File: config.mk
export PLATFORM = sky130hd
export DESIGN_NAME = alu_console
export DESIGN_NICKNAME = d
export VERILOG_FILES = /design/src/rtl/alu_console_pkg.sv /design/src/rtl/alu_console_seg_scan.sv /design/src/rtl/alu_console.sv
export SDC_FILE = /design/constraint.sdc
export NUM_CORES = 1
export LEC_CHECK = 0
export ABC_AREA = 1
export CAP_MARGIN = 10
export CORE_UTILIZATION = 35
export DETAILED_ROUTE_END_ITERATION = 6
export PLACE_DENSITY = 0.52
export SYNTH_ARGS = -nofsm -noshare
export SYNTH_HDL_FRONTEND = slang
export SYNTH_SLANG_ARGS = --single-unit
File: constraint.sdc
create_clock -name clk -period 2.2 [get_ports clk]
set_input_delay 0.22 -clock clk [delete_from_list [all_inputs] [get_ports clk]]
set_output_delay 0.22 -clock clk [all_outputs]
set_load 0.02 [all_outputs]
File: src/rtl/alu_console_pkg.sv
// Shared definitions for the ALU console: operation encodings and hex glyphs.
package alu_console_pkg;

  typedef enum logic [2:0] {
    OP_ADD  = 3'b000,
    OP_SUB  = 3'b001,
    OP_AND  = 3'b010,
    OP_OR   = 3'b011,
    OP_XOR  = 3'b100,
    OP_NOR  = 3'b101,
    OP_SLT  = 3'b110,
    OP_PASS = 3'b111
  } op_e;

  // Active-low seven-segment glyphs, bit 7 = dp (off), entry n at [n].
  localparam logic [15:0][7:0] GLYPH_TABLE = {
    8'h8E, 8'h86, 8'hA1, 8'hC6, 8'h83, 8'h88, 8'h90, 8'h80,
    8'hF8, 8'h82, 8'h92, 8'h99, 8'hB0, 8'hA4, 8'hF9, 8'hC0
  };

  function automatic logic [7:0] hex_glyph(input logic [3:0] nib);
    return GLYPH_TABLE[nib];
  endfunction

endpackage

File: src/rtl/alu_console_seg_scan.sv
// Multiplexed seven-segment scanner: walks one active-low digit enable across
// the display word and shows the matching nibble as a hex glyph.
module seg_scan
  import alu_console_pkg::*;
#(
  parameter int unsigned DIGITS    = 4,
  parameter int unsigned SCAN_BITS = 17
) (
  input  logic                  clk,
  input  logic                  rst,
  input  logic [4*DIGITS-1:0]   word,
  output logic [DIGITS-1:0]     an,
  output logic [7:0]            segment
);

  localparam int unsigned IDX_W = (DIGITS > 1) ? $clog2(DIGITS) : 1;

  logic [SCAN_BITS-1:0] cnt_q, cnt_d;
  logic [IDX_W-1:0]     idx_q, idx_d;
  logic [DIGITS-1:0]    an_q, an_d;
  logic [7:0]           seg_q, seg_d;
  logic [3:0]           nib;
  logic [7:0]           glyph;

  // Scan counter, digit index advance on counter wrap, and next display outputs.
  always_comb begin
    cnt_d = cnt_q + SCAN_BITS'(1);
    idx_d = idx_q;
    if (cnt_q == '1) begin
      idx_d = (idx_q == IDX_W'(DIGITS - 1)) ? '0 : idx_q + IDX_W'(1);
    end
    nib   = word[4*int'(idx_q) +: 4];
    glyph = hex_glyph(nib);
    an_d  = ~(DIGITS'(1) << idx_q);
    seg_d = {1'b1, glyph[6:0]};
  end

  // State and registered display outputs; reset shows digit 0 as '0'.
  always_ff @(posedge clk) begin
    if (rst) begin
      cnt_q <= '0;
      idx_q <= '0;
      an_q  <= ~DIGITS'(1);
      seg_q <= 8'hC0;
    end else begin
      cnt_q <= cnt_d;
      idx_q <= idx_d;
      an_q  <= an_d;
      seg_q <= seg_d;
    end
  end

  assign an      = an_q;
  assign segment = seg_q;

endmodule

File: src/rtl/alu_console.sv
// Button-driven ALU console: two operands stepped by buttons, a registered ALU
// result, and a scanned seven-segment display of {A, B, 000, C, R}.
// Optional build macro ALU_CONSOLE_AUTOREPEAT_EN adds per-button auto-repeat.
module alu_console
  import alu_console_pkg::*;
#(
  parameter int unsigned WIDTH      = 4,
  parameter int unsigned SCAN_BITS  = 17,
  parameter int unsigned REPEAT_CYC = 4194304,
  localparam int unsigned DIGITS    = 3*WIDTH/4 + 1
) (
  input  logic              clk,
  input  logic              rst,
  input  logic [3:0]        btn,
  input  logic [2:0]        op,
  output logic [DIGITS-1:0] AN,
  output logic [7:0]        SEGMENT
);

  logic [3:0]       btn_q, btn_d;
  logic [3:0]       edge_c;
  logic [3:0]       pulse;
  logic [WIDTH-1:0] a_q, a_d, b_q, b_d, r_q, r_d;
  logic             c_q, c_d;
  logic [WIDTH:0]   sum;
  logic [4*DIGITS-1:0] word;

  // History always follows btn, so a button held through reset loads as 1
  // and its release from reset produces no edge.
  always_comb begin
    btn_d  = btn;
    edge_c = btn & ~btn_q;
  end

  always_ff @(posedge clk) begin
    btn_q <= btn_d;
  end

`ifdef ALU_CONSOLE_AUTOREPEAT_EN
  localparam int unsigned RC_W = $clog2(REPEAT_CYC + 1);

  logic [3:0][RC_W-1:0] rep_q, rep_d;
  logic [3:0]           rep_hit;

  // Per-button hold counters; each terminal count emits one extra pulse.
  always_comb begin
    rep_d   = rep_q;
    rep_hit = '0;
    for (int i = 0; i < 4; i++) begin
      if (!btn[i] || edge_c[i]) begin
        rep_d[i] = '0;
      end else if (rep_q[i] == RC_W'(REPEAT_CYC - 1)) begin
        rep_d[i]   = '0;
        rep_hit[i] = 1'b1;
      end else begin
        rep_d[i] = rep_q[i] + RC_W'(1);
      end
    end
    pulse = edge_c | rep_hit;
  end

  always_ff @(posedge clk) begin
    if (rst) rep_q <= '0;
    else     rep_q <= rep_d;
  end
`else
  // Only rising edges step the operands.
  always_comb begin
    pulse = edge_c;
  end
`endif

  // Operand stepping; opposing pulses on one operand cancel.
  always_comb begin
    a_d = a_q;
    b_d = b_q;
    case ({pulse[2], pulse[0]})
      2'b01:   a_d = a_q + WIDTH'(1);
      2'b10:   a_d = a_q - WIDTH'(1);
      default: a_d = a_q;
    endcase
    case ({pulse[3], pulse[1]})
      2'b01:   b_d = b_q + WIDTH'(1);
      2'b10:   b_d = b_q - WIDTH'(1);
      default: b_d = b_q;
    endcase
  end

  // ALU: carry only meaningful for ADD/SUB, SUB carry is the no-borrow flag.
  always_comb begin
    r_d = '0;
    c_d = 1'b0;
    sum = '0;
    case (op)
      OP_ADD: begin
        sum = {1'b0, a_q} + {1'b0, b_q};
        {c_d, r_d} = sum;
      end
      OP_SUB: begin
        sum = {1'b0, a_q} + {1'b0, ~b_q} + (WIDTH+1)'(1);
        {c_d, r_d} = sum;
      end
      OP_AND:  r_d = a_q & b_q;
      OP_OR:   r_d = a_q | b_q;
      OP_XOR:  r_d = a_q ^ b_q;
      OP_NOR:  r_d = ~(a_q | b_q);
      OP_SLT:  r_d = WIDTH'(a_q < b_q);
      OP_PASS: r_d = a_q;
      default: r_d = '0;
    endcase
  end

  // Operand and result registers.
  always_ff @(posedge clk) begin
    if (rst) begin
      a_q <= '0;
      b_q <= '0;
      r_q <= '0;
      c_q <= 1'b0;
    end else begin
      a_q <= a_d;
      b_q <= b_d;
      r_q <= r_d;
      c_q <= c_d;
    end
  end

  assign word = {a_q, b_q, 3'b000, c_q, r_q};

  seg_scan #(
    .DIGITS    (DIGITS),
    .SCAN_BITS (SCAN_BITS)
  ) u_seg_scan (
    .clk     (clk),
    .rst     (rst),
    .word    (word),
    .an      (AN),
    .segment (SEGMENT)
  );

endmodule
==> results.md <==
- The flow ran to the end, and the final reports show no timing, DRC or antenna violations.
- The synthesis-to-finish area growth is 16.0%.
- The number of port buffers is 19.
- The placed cell area is 3300 sq um.
- Across the VDD grid, the largest voltage drop is 0.360 mV.
- The clock latency of the later-clocked register in the worst-skew pair is 0.29 ns.
- The detailed-route wire length on metal 1 is 3130 microns.
- The clock net in this run drives a total of 47 sinks.
- The largest individual stage delay along the critical path comes from the cell sky130_fd_sc_hd__dfxtp_1.
- In this design, the stage delay of the slowest critical-path cell is 0.51 ns.
- The clock-pin transition on the worst setup and hold timing paths is 0.09 ns.
- The H-tree depth reported by CTS is 2.
- The buffer type at the clock tree root is sky130_fd_sc_hd__clkbuf_8.
- In this run the power density over the cells is 646 nW/um^2.
- For this run, the top clock speed supported by timing is 544 MHz.
- The number of warnings printed during yosys synthesis is 0.
- The data arrival time of the worst path is 2.07 ns.
- The async set-or-reset flop fraction in the synthesized netlist is 0%.
- For this design the static power due to leakage is 1.54 nW.
- The clock passes through at most 2 buffers.
- For this block, the routed nets add up to 6250 microns of wire.
- The cts-stage hold buffer count is 0.
- The fill cell total of the finished layout is 824.
- The peak fanout along the critical path is 7.
- The final setup skew is 0.00960 ns.
- The number of antenna violations at the first check in global routing is 0.
- The DRC violation total after the first TritonRoute iteration is 148.
- The number of buffers and inverters on the critical path is 2.
- A synthesized cell averages 6.90 sq um.
- STA classifies the critical path startpoint as a flip-flop.
- Using the TritonRoute via totals, the vias-per-cell ratio works out to 4.67.
- The portion of the clock cycle consumed by the worst path in the final layout is 83.5%.
- The via count of the first global-routing pass is 2388.
- The tightest min-delay check is of the in -> reg type.
- The uppermost signal routing layer after detailed routing is met4.
- The netlist area before placement is 2970 sq um.
- On the critical path the largest part of the delay comes from flip-flops.
- The first global-routing pass estimated 10700 microns of wire.
- After routing the design area is 3440 sq um.
- Setup repair after global routing left no endpoint under its margin.
- Walking the worst path, the cells encountered are inv_1 -> nand2_1 -> nand3_1 -> ha_1 -> inv_1 -> o21ai_1 -> nand2_1 -> nor2_1.
- The detailed router placed 2624 vias in this run.
- The number of maximum-capacitance constraint violations is 0.
- The most instantiated flip-flop cell in the synthesis netlist is sky130_fd_sc_hd__dfxtp_1.
- The floorplan has 33 rows.
- In this run, synthesis produced a sequential element count of 47.
- In this run the post-CTS setup repair buffer count came out at 0.
- The floorplan step defined a die boundary enclosing 8840 sq um.
- The clock period could shrink to 1.84 ns.
- The critical path is of the reg -> reg type.
- The overall fraction of global-route tracks in use is 15.1%.
- Summed over all nets, wire length on met3 after detailed routing comes to 145 microns.
- The number of detailed-routing iterations run before antenna repair is 4.
- The max-slew violation count is 0.
- The placer's final routability congestion estimate is 0.845.
- The average wire per cell in the routed design is 11.1 microns.
- The total clock buffers created by CTS is 5.
- The number of different library cells used by synthesis comes to 29.
- The floorplan step defined a core boundary enclosing 8220 sq um.
- The final hold violation count is 0.
- The net count of the finished layout is 501.
- When the netlist entered floorplanning its net count stood at 475.
- Summed over all nets, wire length on met2 after detailed routing comes to 2950 microns.
- In this run the vertical extent of the chip is 94.0 microns.
- The I/O pin count is 21.
- The floorplan step set the die width to 94.0 microns.
- The number of gates resized after CTS was 0.
- The share of the Yosys chip area taken by registers is 31.7%.
- The critical path required time is 2.44 ns.
- The repair_antennas step left the layout with diodes totalling 0.
- The post-route DRC violation count is 0.
- Setup total negative slack on the finished layout was measured at 0 ns.
- The cell count after synthesis is 430.
- The final setup violation count is 0.
- The remaining antenna violation count after routing is 0.
- TritonCTS built the clock tree.
- The largest net degree at the start of global routing is 25.
- The initial core utilization is 36.1%.
- The endpoint type of the worst setup path is a flip-flop.
- The remaining global-route overflow is 0.
- Of the cells placed in the final design, the portion with a size suffix greater than 1 is 5.69%.
- Yosys mapped a number of flops with a built-in enable equal to 0.
- Detailed placement ended at an HPWL of 4850 microns.
-- power by group --
group          total, W  switching (W)  internal (W)  leakage, nW
registers      0.000941      0.0000378      0.000904        0.385
logic          0.000531       0.000317      0.000214         1.09
clock network  0.000751       0.000298      0.000453       0.0644
total           0.00222       0.000652       0.00157         1.54
-- layout by cell type (no fill, tap or decap), types with 2 or more instances in the layout --
cell type,count
sky130_fd_sc_hd__nand2_1,111
sky130_fd_sc_hd__inv_1,59
sky130_fd_sc_hd__nor2_1,49
sky130_fd_sc_hd__dfxtp_1,47
sky130_fd_sc_hd__nand3_1,34
sky130_fd_sc_hd__a21oi_1,32
sky130_fd_sc_hd__ha_1,32
sky130_fd_sc_hd__o21ai_0,19
sky130_fd_sc_hd__clkdlybuf4s50_1,19
sky130_fd_sc_hd__nand4_1,8
sky130_fd_sc_hd__buf_4,7
sky130_fd_sc_hd__xnor2_1,6
sky130_fd_sc_hd__clkbuf_8,5
sky130_fd_sc_hd__nor3_1,4
sky130_fd_sc_hd__fa_1,4
sky130_fd_sc_hd__inv_2,2
sky130_fd_sc_hd__nor2_2,2
sky130_fd_sc_hd__xor2_1,2
sky130_fd_sc_hd__nand2_4,2
sky130_fd_sc_hd__bufinv_16,2
-- cell usage after synthesis (all sizes together) (4+ instances only) --
| cell type | count | area, sq um |
|---|---|---|
| nand2 | 114 | 445 |
| inv | 61 | 229 |
| nor2 | 51 | 196 |
| dfxtp | 47 | 941 |
| nand3 | 35 | 180 |
| a21oi | 33 | 176 |
| ha | 32 | 400 |
| o21ai | 21 | 109 |
| nand4 | 8 | 50.1 |
| xnor2 | 6 | 52.6 |
| clkbuf | 4 | 15.0 |
| fa | 4 | 80.1 |
| nor3 | 4 | 20.0 |
-- layer usage --
layer  track usage [%]  up-vias
met3              2.67        2
met4              2.31        0
met2              27.1       33
met5                 0        -
li1                  -     1418
met1              19.2     1171
-- state kept, by name, indices dropped and copies added (netlist names) --
signal,count
c_q,1
r_q,4
u_seg_scan.segment,7
btn_q,4
u_seg_scan.idx_q,2
a_q,4
u_seg_scan.an,4
u_seg_scan.cnt_q,17
b_q,4
-- layout make-up --
type                    instances  area, sq um  share of cell area (%)
inverters                      61          229                    6.65
well taps                     105          131                    3.82
flip-flops and latches         47          941                    27.3
clock buffers                   5         68.8                    2.00
clock inverters                 3         67.6                    1.96
repair buffers                 26          243                    7.05
multi-input cells             315         1760                    51.2
-- final timing paths --
path,startpoint,endpoint,slack (ns),depth (start not counted)
worst min register to register,u_seg_scan.cnt_q[0]$_SDFF_PP0_,u_seg_scan.cnt_q[0]$_SDFF_PP0_,0.45,1
worst min-delay path,btn[1],btn_q[1]$_DFF_P_,0.40,1
worst max-delay path,a_q[1]$_SDFFE_PP0P_,u_seg_scan.segment[1]$_SDFF_PP0_,0.36,8
worst max register to register,a_q[1]$_SDFFE_PP0P_,u_seg_scan.segment[1]$_SDFF_PP0_,0.36,8
-- stage by stage --
stage	util (%)	cells	setup slack, ns	total power [W]	hold WS, ns
global placement	40.2	554	0.246	0.00149	0.436
global route	41.9	562	0.147	0.00237	0.398
detailed placement	40.2	554	0.205	0.00149	0.444
floorplan	-	430	0.596	0.00133	0.248
CTS	41.9	562	0.348	0.00225	0.384
finish	41.9	562	0.363	0.00222	0.395
-- cell families after synthesis --
| kind of cell | share of synthesized area (%) |
|---|---|
| simple gates | 30.8 |
| other cells | 0.126 |
| buf+inv | 8.90 |
| flops | 31.7 |
| xor+xnor | 2.36 |
| compound gates | 9.87 |
| fa+ha+maj | 16.2 |
-- worst reg2reg max path: cells and delay by family (launching register included) --
kind / cells / cell delay (ns)
simple gates: 4 / 0.48
compound gates: 1 / 0.17
buf+inv: 2 / 0.27
fa+ha+maj: 1 / 0.36
flops: 1 / 0.51
Note: power is estimated with default switching activity, not from simulation.
